**src/rtl/gpio_bank_if.sv**
```systemverilog
// CPU bus bundle for gpio_bank: strobes and address/data from the system
// decoder, registered read data and the two acknowledge pulses back.
interface gpio_bank_if #(
   parameter int width     = 8,
   parameter int size_addr = 4
);
   // read/write are single-cycle strobes sampled on posedge; every sampled
   // strobe is answered by exactly one ready_r/ready_w pulse in the next
   // cycle (no back-pressure), and data_out is valid while ready_r is high
   // and holds until the next sampled read.
   logic                 read;
   logic                 write;
   logic [size_addr-1:0] address;
   logic [width-1:0]     data_in;
   logic [width-1:0]     data_out;
   logic                 ready_r;
   logic                 ready_w;

   modport master (
      output read, write, address, data_in,
      input  data_out, ready_r, ready_w
   );

   modport slave (
      input  read, write, address, data_in,
      output data_out, ready_r, ready_w
   );
endinterface

```
**src/rtl/gpio_bank.sv**
```systemverilog
// gpio_bank: CHANNELS GPIO channels of WIDTH bits on the CPU bus.
// Per channel: OUT latch, DIR register, 2-flop synchronised IN view and
// sticky rising-edge FLAG (write-1-to-clear). irq is the registered OR of
// all flags. Channel c occupies bits [c*width +: width] of the pin vectors.
module gpio_bank #(
   parameter int width     = 8,
   parameter int channels  = 4,
   parameter int size_addr = 4
) (
   input  logic                      clk,
   input  logic                      reset,
   gpio_bank_if.slave                bus,
   input  logic [channels*width-1:0] port_in,
   output logic [channels*width-1:0] port_out,
   output logic [channels*width-1:0] port_oe,
   output logic                      irq
);
   localparam int CW = size_addr - 2;
   localparam int NB = channels * width;

   logic [CW-1:0]      ch_idx;
   logic [1:0]         reg_sel;

   logic [NB-1:0]      out_r;
   logic [NB-1:0]      dir_r;
   logic [NB-1:0]      flag_r;
   logic [NB-1:0]      s1_r;
   logic [NB-1:0]      s2_r;
   logic [NB-1:0]      prev_r;
   logic [NB-1:0]      rise;
   logic [NB-1:0]      clr_mask;
   logic [channels-1:0] out_we;
   logic [channels-1:0] dir_we;
   logic [width-1:0]   rd_val;

   logic [width-1:0]   rd_data_q;
   logic               rd_ack_q;
   logic               wr_ack_q;
   logic               irq_q;

   assign ch_idx  = bus.address[size_addr-1:2];
   assign reg_sel = bus.address[1:0];

   // Only pins configured as inputs can raise a flag.
   assign rise = s2_r & ~prev_r & ~dir_r;

   // Address decode: read mux and per-channel write enables. A channel index
   // beyond the last channel matches nothing, so reads give 0 and writes drop.
   always_comb begin
      rd_val   = '0;
      out_we   = '0;
      dir_we   = '0;
      clr_mask = '0;
      for (int c = 0; c < channels; c++) begin
         if (ch_idx == CW'(c)) begin
            case (reg_sel)
               2'd0: rd_val = out_r[c*width +: width];
               2'd1: rd_val = dir_r[c*width +: width];
               2'd2: rd_val = s2_r[c*width +: width];
               default: rd_val = flag_r[c*width +: width];
            endcase
            if (bus.write) begin
               case (reg_sel)
                  2'd0: out_we[c] = 1'b1;
                  2'd1: dir_we[c] = 1'b1;
                  2'd3: clr_mask[c*width +: width] = bus.data_in;
                  default: ;
               endcase
            end
         end
      end
   end

   // Register file, synchronisers, sticky flags and bus acknowledges.
   always_ff @(posedge clk) begin
      if (reset) begin
         out_r     <= '0;
         dir_r     <= '0;
         flag_r    <= '0;
         s1_r      <= '0;
         s2_r      <= '0;
         prev_r    <= '0;
         rd_data_q <= '0;
         rd_ack_q  <= 1'b0;
         wr_ack_q  <= 1'b0;
         irq_q     <= 1'b0;
      end else begin
         s1_r     <= port_in;
         s2_r     <= s1_r;
         prev_r   <= s2_r;
         // A new edge beats a same-cycle W1C on the same bit.
         flag_r   <= (flag_r & ~clr_mask) | rise;
         irq_q    <= |flag_r;
         rd_ack_q <= bus.read;
         wr_ack_q <= bus.write;
         if (bus.read) begin
            rd_data_q <= rd_val;
         end
         for (int c = 0; c < channels; c++) begin
            if (out_we[c]) begin
               out_r[c*width +: width] <= bus.data_in;
            end
            if (dir_we[c]) begin
               dir_r[c*width +: width] <= bus.data_in;
            end
         end
      end
   end

   assign bus.data_out = rd_data_q;
   assign bus.ready_r  = rd_ack_q;
   assign bus.ready_w  = wr_ack_q;
   assign port_out     = out_r;
   assign port_oe      = dir_r;
   assign irq          = irq_q;
endmodule

```
**src/flat_wrapper.sv**
```systemverilog
// flat-port wrapper written by rule: the top's interface ports become plain ports
module gpio_bank_flat 
#(
   parameter int width     = 8,
   parameter int channels  = 4,
   parameter int size_addr = 4
)
  (clk, reset, port_in, port_out, port_oe, irq, bus_read, bus_write, bus_address, bus_data_in, bus_data_out, bus_ready_r, bus_ready_w);
  gpio_bank_if #(.width(width), .size_addr(size_addr)) bus_i ();
  input  logic clk;
  input  logic reset;
  input  logic [channels*width-1:0] port_in;
  output logic [channels*width-1:0] port_out;
  output logic [channels*width-1:0] port_oe;
  output logic irq;
  input wire logic [$bits(bus_i.read)-1:0] bus_read;
  input wire logic [$bits(bus_i.write)-1:0] bus_write;
  input wire logic [$bits(bus_i.address)-1:0] bus_address;
  input wire logic [$bits(bus_i.data_in)-1:0] bus_data_in;
  output wire logic [$bits(bus_i.data_out)-1:0] bus_data_out;
  output wire logic [$bits(bus_i.ready_r)-1:0] bus_ready_r;
  output wire logic [$bits(bus_i.ready_w)-1:0] bus_ready_w;
  assign bus_i.read = bus_read;
  assign bus_i.write = bus_write;
  assign bus_i.address = bus_address;
  assign bus_i.data_in = bus_data_in;
  assign bus_data_out = bus_i.data_out;
  assign bus_ready_r = bus_i.ready_r;
  assign bus_ready_w = bus_i.ready_w;
  gpio_bank #(.width(width), .channels(channels), .size_addr(size_addr)) u_core (.clk(clk), .reset(reset), .bus(bus_i), .port_in(port_in), .port_out(port_out), .port_oe(port_oe), .irq(irq));
endmodule
```
**config.mk**
```make
export PLATFORM = sky130hd
export DESIGN_NAME = gpio_bank_flat
export DESIGN_NICKNAME = d
export VERILOG_FILES = /design/src/rtl/gpio_bank_if.sv /design/src/rtl/gpio_bank.sv /design/src/flat_wrapper.sv
export SDC_FILE = /design/constraint.sdc
export NUM_CORES = 1
export LEC_CHECK = 0
export ABC_CLOCK_PERIOD_IN_PS = 5700
export BUFFER_PORTS_ARGS = -buffer_cell sky130_fd_sc_hd__buf_4
export CORE_UTILIZATION = 60
export DETAILED_ROUTE_END_ITERATION = 7
export GPL_TIMING_DRIVEN = 0
export PLACE_DENSITY = 0.84
export SLEW_MARGIN = 20
export SYNTH_ARGS = -nofsm -noshare
export SYNTH_HDL_FRONTEND = slang
export SYNTH_SLANG_ARGS = --single-unit
```
**constraint.sdc**
```tcl
create_clock -name clk -period 5.7 [get_ports clk]
set_clock_uncertainty 0.15 [all_clocks]
set_input_delay 1.425 -clock clk [delete_from_list [all_inputs] [get_ports clk]]
set_output_delay 1.425 -clock clk [all_outputs]
set_load 0.05 [all_outputs]
```
Word-level counts from Yosys, hierarchy flattened
Cells that the tools add are included.
W data, S select, Z words.
{"block": "op_classes", "addsub": 0, "div_mod_pow": 0, "n_mul": 0, "n_reduce_logical": 3, "shifts": 0, "order_cmp": 0, "n_mux": 26, "n_eq_ne": 6, "n_bitwise": 7}
{"operator": "$and A32 B32 Y32", "n": 3}
{"operator": "$not A32 Y32", "n": 3}
{"operator": "$pmux W8 S3", "n": 4}
{"operator": "$mux W8", "n": 10}
{"operator": "$or A32 B32 Y32", "n": 1}
{"operator": "$reduce_or A32 Y1", "n": 1}
{"operator": "$mux W1", "n": 12}
{"operator": "$eq A2 B2 Y1 const B", "n": 4}
{"operator": "$eq A2 B1 Y1 const B", "n": 2}
{"operator": "$logic_not A2 Y1", "n": 2}
{"block": "word_totals", "latch_bits": 0, "wordCells": 58, "mem_count": 0, "ram_bits": 0, "out_inout_bits": 75, "regBits": 203, "rom_bits": 0}

Longest topological paths before layout
{"block": "depth", "depth_word": 7, "ltp_mapped": 7}

Worst setup path after synthesis
OpenSTA, ideal clock, no wires.
{"block": "synth_path", "kind": "input -> register", "start": "in bus_address[1]", "end": "reg u_core.dir_r[16] (netlist: u_core.port_oe[16])", "t_arrival_ps": 2542, "stages": 7, "setup_ps": 128, "path_slack_ps": 2881, "required_time_ps": 5422, "cell_sequence": "buf_2 -> nand3b_1 -> buf_2 -> nor3b_1 -> buf_4 -> mux2i_1 -> nor2_1"}
{"block": "synth_via", "elab_chain_len": 4}
{"item": "start, declared", "line": "flat_wrapper.sv:18", "rtl": "input wire logic [$bits(bus_i.address)-1:0] bus_address;"}
{"item": "$eq A2 B1 Y1", "line": "gpio_bank.sv:63", "rtl": "case (reg_sel)"}
{"item": "$mux W1", "line": "gpio_bank.sv:63"}
{"item": "$mux W1", "line": "gpio_bank.sv:62", "rtl": "if (bus.write) begin"}
{"item": "$mux W1", "line": "gpio_bank.sv:55", "rtl": "if (ch_idx == CW'(c)) begin"}
{"item": "end signal, assigned by index", "line": "gpio_bank.sv:104", "rtl": "dir_r[c*width +: width] <= bus.data_in;"}
{"item": "end, declared", "line": "gpio_bank.sv:25", "rtl": "logic [NB-1:0] dir_r;"}
Every way passes these cells.
A chain may end at the register's enable or synchronous reset.

Worst setup path in the final report
{"block": "layout_path", "start": "in reset", "end": "reg u_core.irq_q (netlist: u_core.irq)"}
{"item": "start, declared", "line": "flat_wrapper.sv:11", "rtl": "input logic reset;"}
{"item": "end signal, assigned", "line": "gpio_bank.sv:93", "rtl": "irq_q <= |flag_r;"}
{"item": "end, declared", "line": "gpio_bank.sv:39", "rtl": "logic irq_q;"}
No word-level cell between the ends.

==> impl_results.md <==
* Status: completed
* Post-CTS Setup Repair Bufs at 0
* Root buf cell: clkbuf_16
* Synth async-reset ratio at 0
* Most common cell after layout, fill and taps aside: dfxtp_1
* CP bufs+invs at 4
* R2R setup slack at 3.98 ns
* CTS buffer count at 21
* Sequential area share after synthesis at 0.5239
* CTS H-tree lvls at 1
* First-pass GRT wire length at 34.44 mm
* Worst-skew pair later-pin latency at 0.50 ns
* Slew @ Worst Pin at 0.8881 ns
* Vias at 6709
* CP top delay family: buffers and inverters
* Max-slew headroom at 0.4079
* Synth top area cells: dfxtp_1, mux2i_1, nor2b_1, a21oi_1, nor2_1
* Port bufs at 121
* Resized cells post-CTS at 0
* Pwr per Cell Area at 334.7 nW/um^2
* DRT iter0 DRCs at 848
* # diodes at 0
* Die Area at approximately 13000 sq um
* Final Cycle Share at 0.5324
* Hold_ws at about 0.28 ns
* Largest net degree at the start of global routing at 15
* Worst R2R Start: u_core.flag_r[6]
* Hold bufs inserted after CTS at 0
* R2r endpoint: u_core.irq
* Peak supply drop at 257.8 uV
* Hold WC Path Type: flip-flop to flip-flop
* GP Congestion at 0.9346
* Worst-path clk slew at 0.07 ns
* First-pass iteration count of the detailed router at 6
* Hold_sp: u_core.s1_r[26]
* Vias in the first global route at about 6200
* GRT Overall Usage at 0.3442
* Count of flip-flops with a built-in enable after synthesis at 0
* # rows at 41
* CTS tree: yes
* Area share of the largest cell type after synthesis at 0.5239
* Total Wirelength at 22.77 mm
* Yosys warns at 0
* Post-route ant nets at 0
* Worst setup SP type: input port
* Final Hold Viols at 0
* Most frequent cells in the layout: dfxtp_1, buf_4, nor2b_1, mux2i_1, a21oi_1
* Initial antenna violation count at 0
* Worst Setup End Kind: flip-flop
* Synthesized cell area at around 7800 sq um
* Hold depth at 1
* Mapped Nets at 849
* CP most frequent cell: clkbuf_1
* Max incr delay on CP at between 0.5 and 0.6 ns
* Synth cell types at 37
* Layout area overhead at 23.79%
* Core Box Area at 12620 sq um
* Cells along the critical path: buf_4, clkbuf_1, clkbuf_1, clkbuf_1, nor2_1
* Ys flop type: dfxtp_1
* Die Ht at 115.7 microns
* Final Critical Period at just over 3 ns
* Max Clock Freq at 329.5 MHz
* Ports at 123
* Hold endpoint: u_core.s2_r[26]
* Arrival @ worst endpoint at 3.24 ns
* Critical path type: input port to flip-flop
* Setup_tns at 0 ns
* Syn Area/Cell at between 9 and 10 sq um
* CP required at between 5 and 6 ns
* DRC viols at 0
* Layout cells sized above 1 at 0.2125
* Starting Density at 0.6147
* Clock Sinks at between 200 and 250
* Setup Viol. Count Final at 0
* Top cell type by total area after synthesis: dfxtp_1
* Maxcap violations at 0
* Crit Path Max Fanout at 10
* Final net count at 993
* Total gr overflow at 0
* LEAKAGE at 3.883 nW
* Register bit total from synthesis at around 200
* Post-detail-place hpwl at 15.84 mm
* Routed wire length per instance at 20.11 microns
* Die Wd at 115.7 microns
* RSZ-0062 raised after global routing: no
* Max Slew Vio Count at 0
* Avg Vias per Cell at about 5.9
* Cell count after synthesis at roughly 800
* Worst reg2reg path depth at 4
* CP max stage cell: clkbuf_1
* CTS Buffer Depth at 3
-- stage by stage --
step                total power [W]  setup WS [ns]  instance area [sq um]  cells  utilization
finish                     0.003214          2.665                   9603   1132       0.7610
global route               0.003291          2.571                   9603   1132       0.7610
CTS                        0.003207          2.709                   9603   1132       0.7610
detailed placement         0.001811          2.201                   8881   1094       0.7037
global placement           0.001805          2.251                   8881   1094       0.7037
floorplan                  0.001700          2.881                   7757    801            -
-- worst max path at each step --
stage / from / end / slack, ns / cells past startpoint
floorplan: bus_address[1] / u_core.port_oe[16] / 2.88 / 7
detailed placement: reset / u_core.irq / 2.20 / 5
global route: reset / u_core.irq / 2.57 / 5
global placement: reset / u_core.irq / 2.25 / 5
finish: reset / u_core.irq / 2.67 / 5
CTS: reset / u_core.irq / 2.71 / 5
-- state kept, by name (all words and copies together), names as in the netlist, 8 cells and up --
name                 count
u_core.bus.data_out      8
u_core.prev_r           32
u_core.port_oe          32
u_core.flag_r           32
u_core.s2_r             32
u_core.port_out         32
u_core.s1_r             32
-- cells by family after synthesis --
logic type | after synthesis | share of synthesized area
compound gates | 143 | 0.1031
buf+inv | 68 | 0.03887
flops | 203 | 0.5239
mux | 81 | 0.1160
simple gates | 306 | 0.2182
-- cell usage after synthesis, types with 3 or more instances --
master and number:
a21oi_1 72, a221oi_1 7, a311oi_1 7, buf_2 15
buf_4 5, clkbuf_1 35, dfxtp_1 203, inv_1 9
mux2i_1 73, mux4_2 7, nand2_1 47, nand2b_1 3
nand3_1 42, nand3b_1 3, nand4_1 3, nor2_1 59
nor2b_1 101, nor3b_1 17, nor4_1 8, o21ai_0 38
o22ai_1 14, or3b_2 16
-- per-layer routing --
metal,vias up,track usage,routed length [microns]
met5,-,0,0
met4,0,0.1325,884
met3,67,0.09780,2673
met2,417,0.5194,9835
met1,3171,0.4696,9375
li1,3054,-,-
-- worst reg2reg max path: cells and delay by family (launching register included) --
| family | cells | cell delay (ns) |
|---|---|---|
| DFF | 1 | 0.34 |
| and+or+nand+nor | 4 | 1.10 |
-- layout make-up --
class	count	area (sq um)
Sequential cell	203	4064
Multi-Input combinational cell	530	3392
Fill cell	929	3017
Timing Repair Buffer	121	908.4
Clock buffer	29	595.6
Buffer	59	267.8
Tap cell	172	215.2
Clock inverter	9	126.4
Inverter	9	33.78
-- report_power, final --
group / switching (W) / internal, W / total, W
combinational: 0.000181 / 0.000108 / 0.000290
sequential: 0.0000318 / 0.00147 / 0.00150
clock: 0.000555 / 0.000868 / 0.00142
Power figures use the tool's default switching activity.
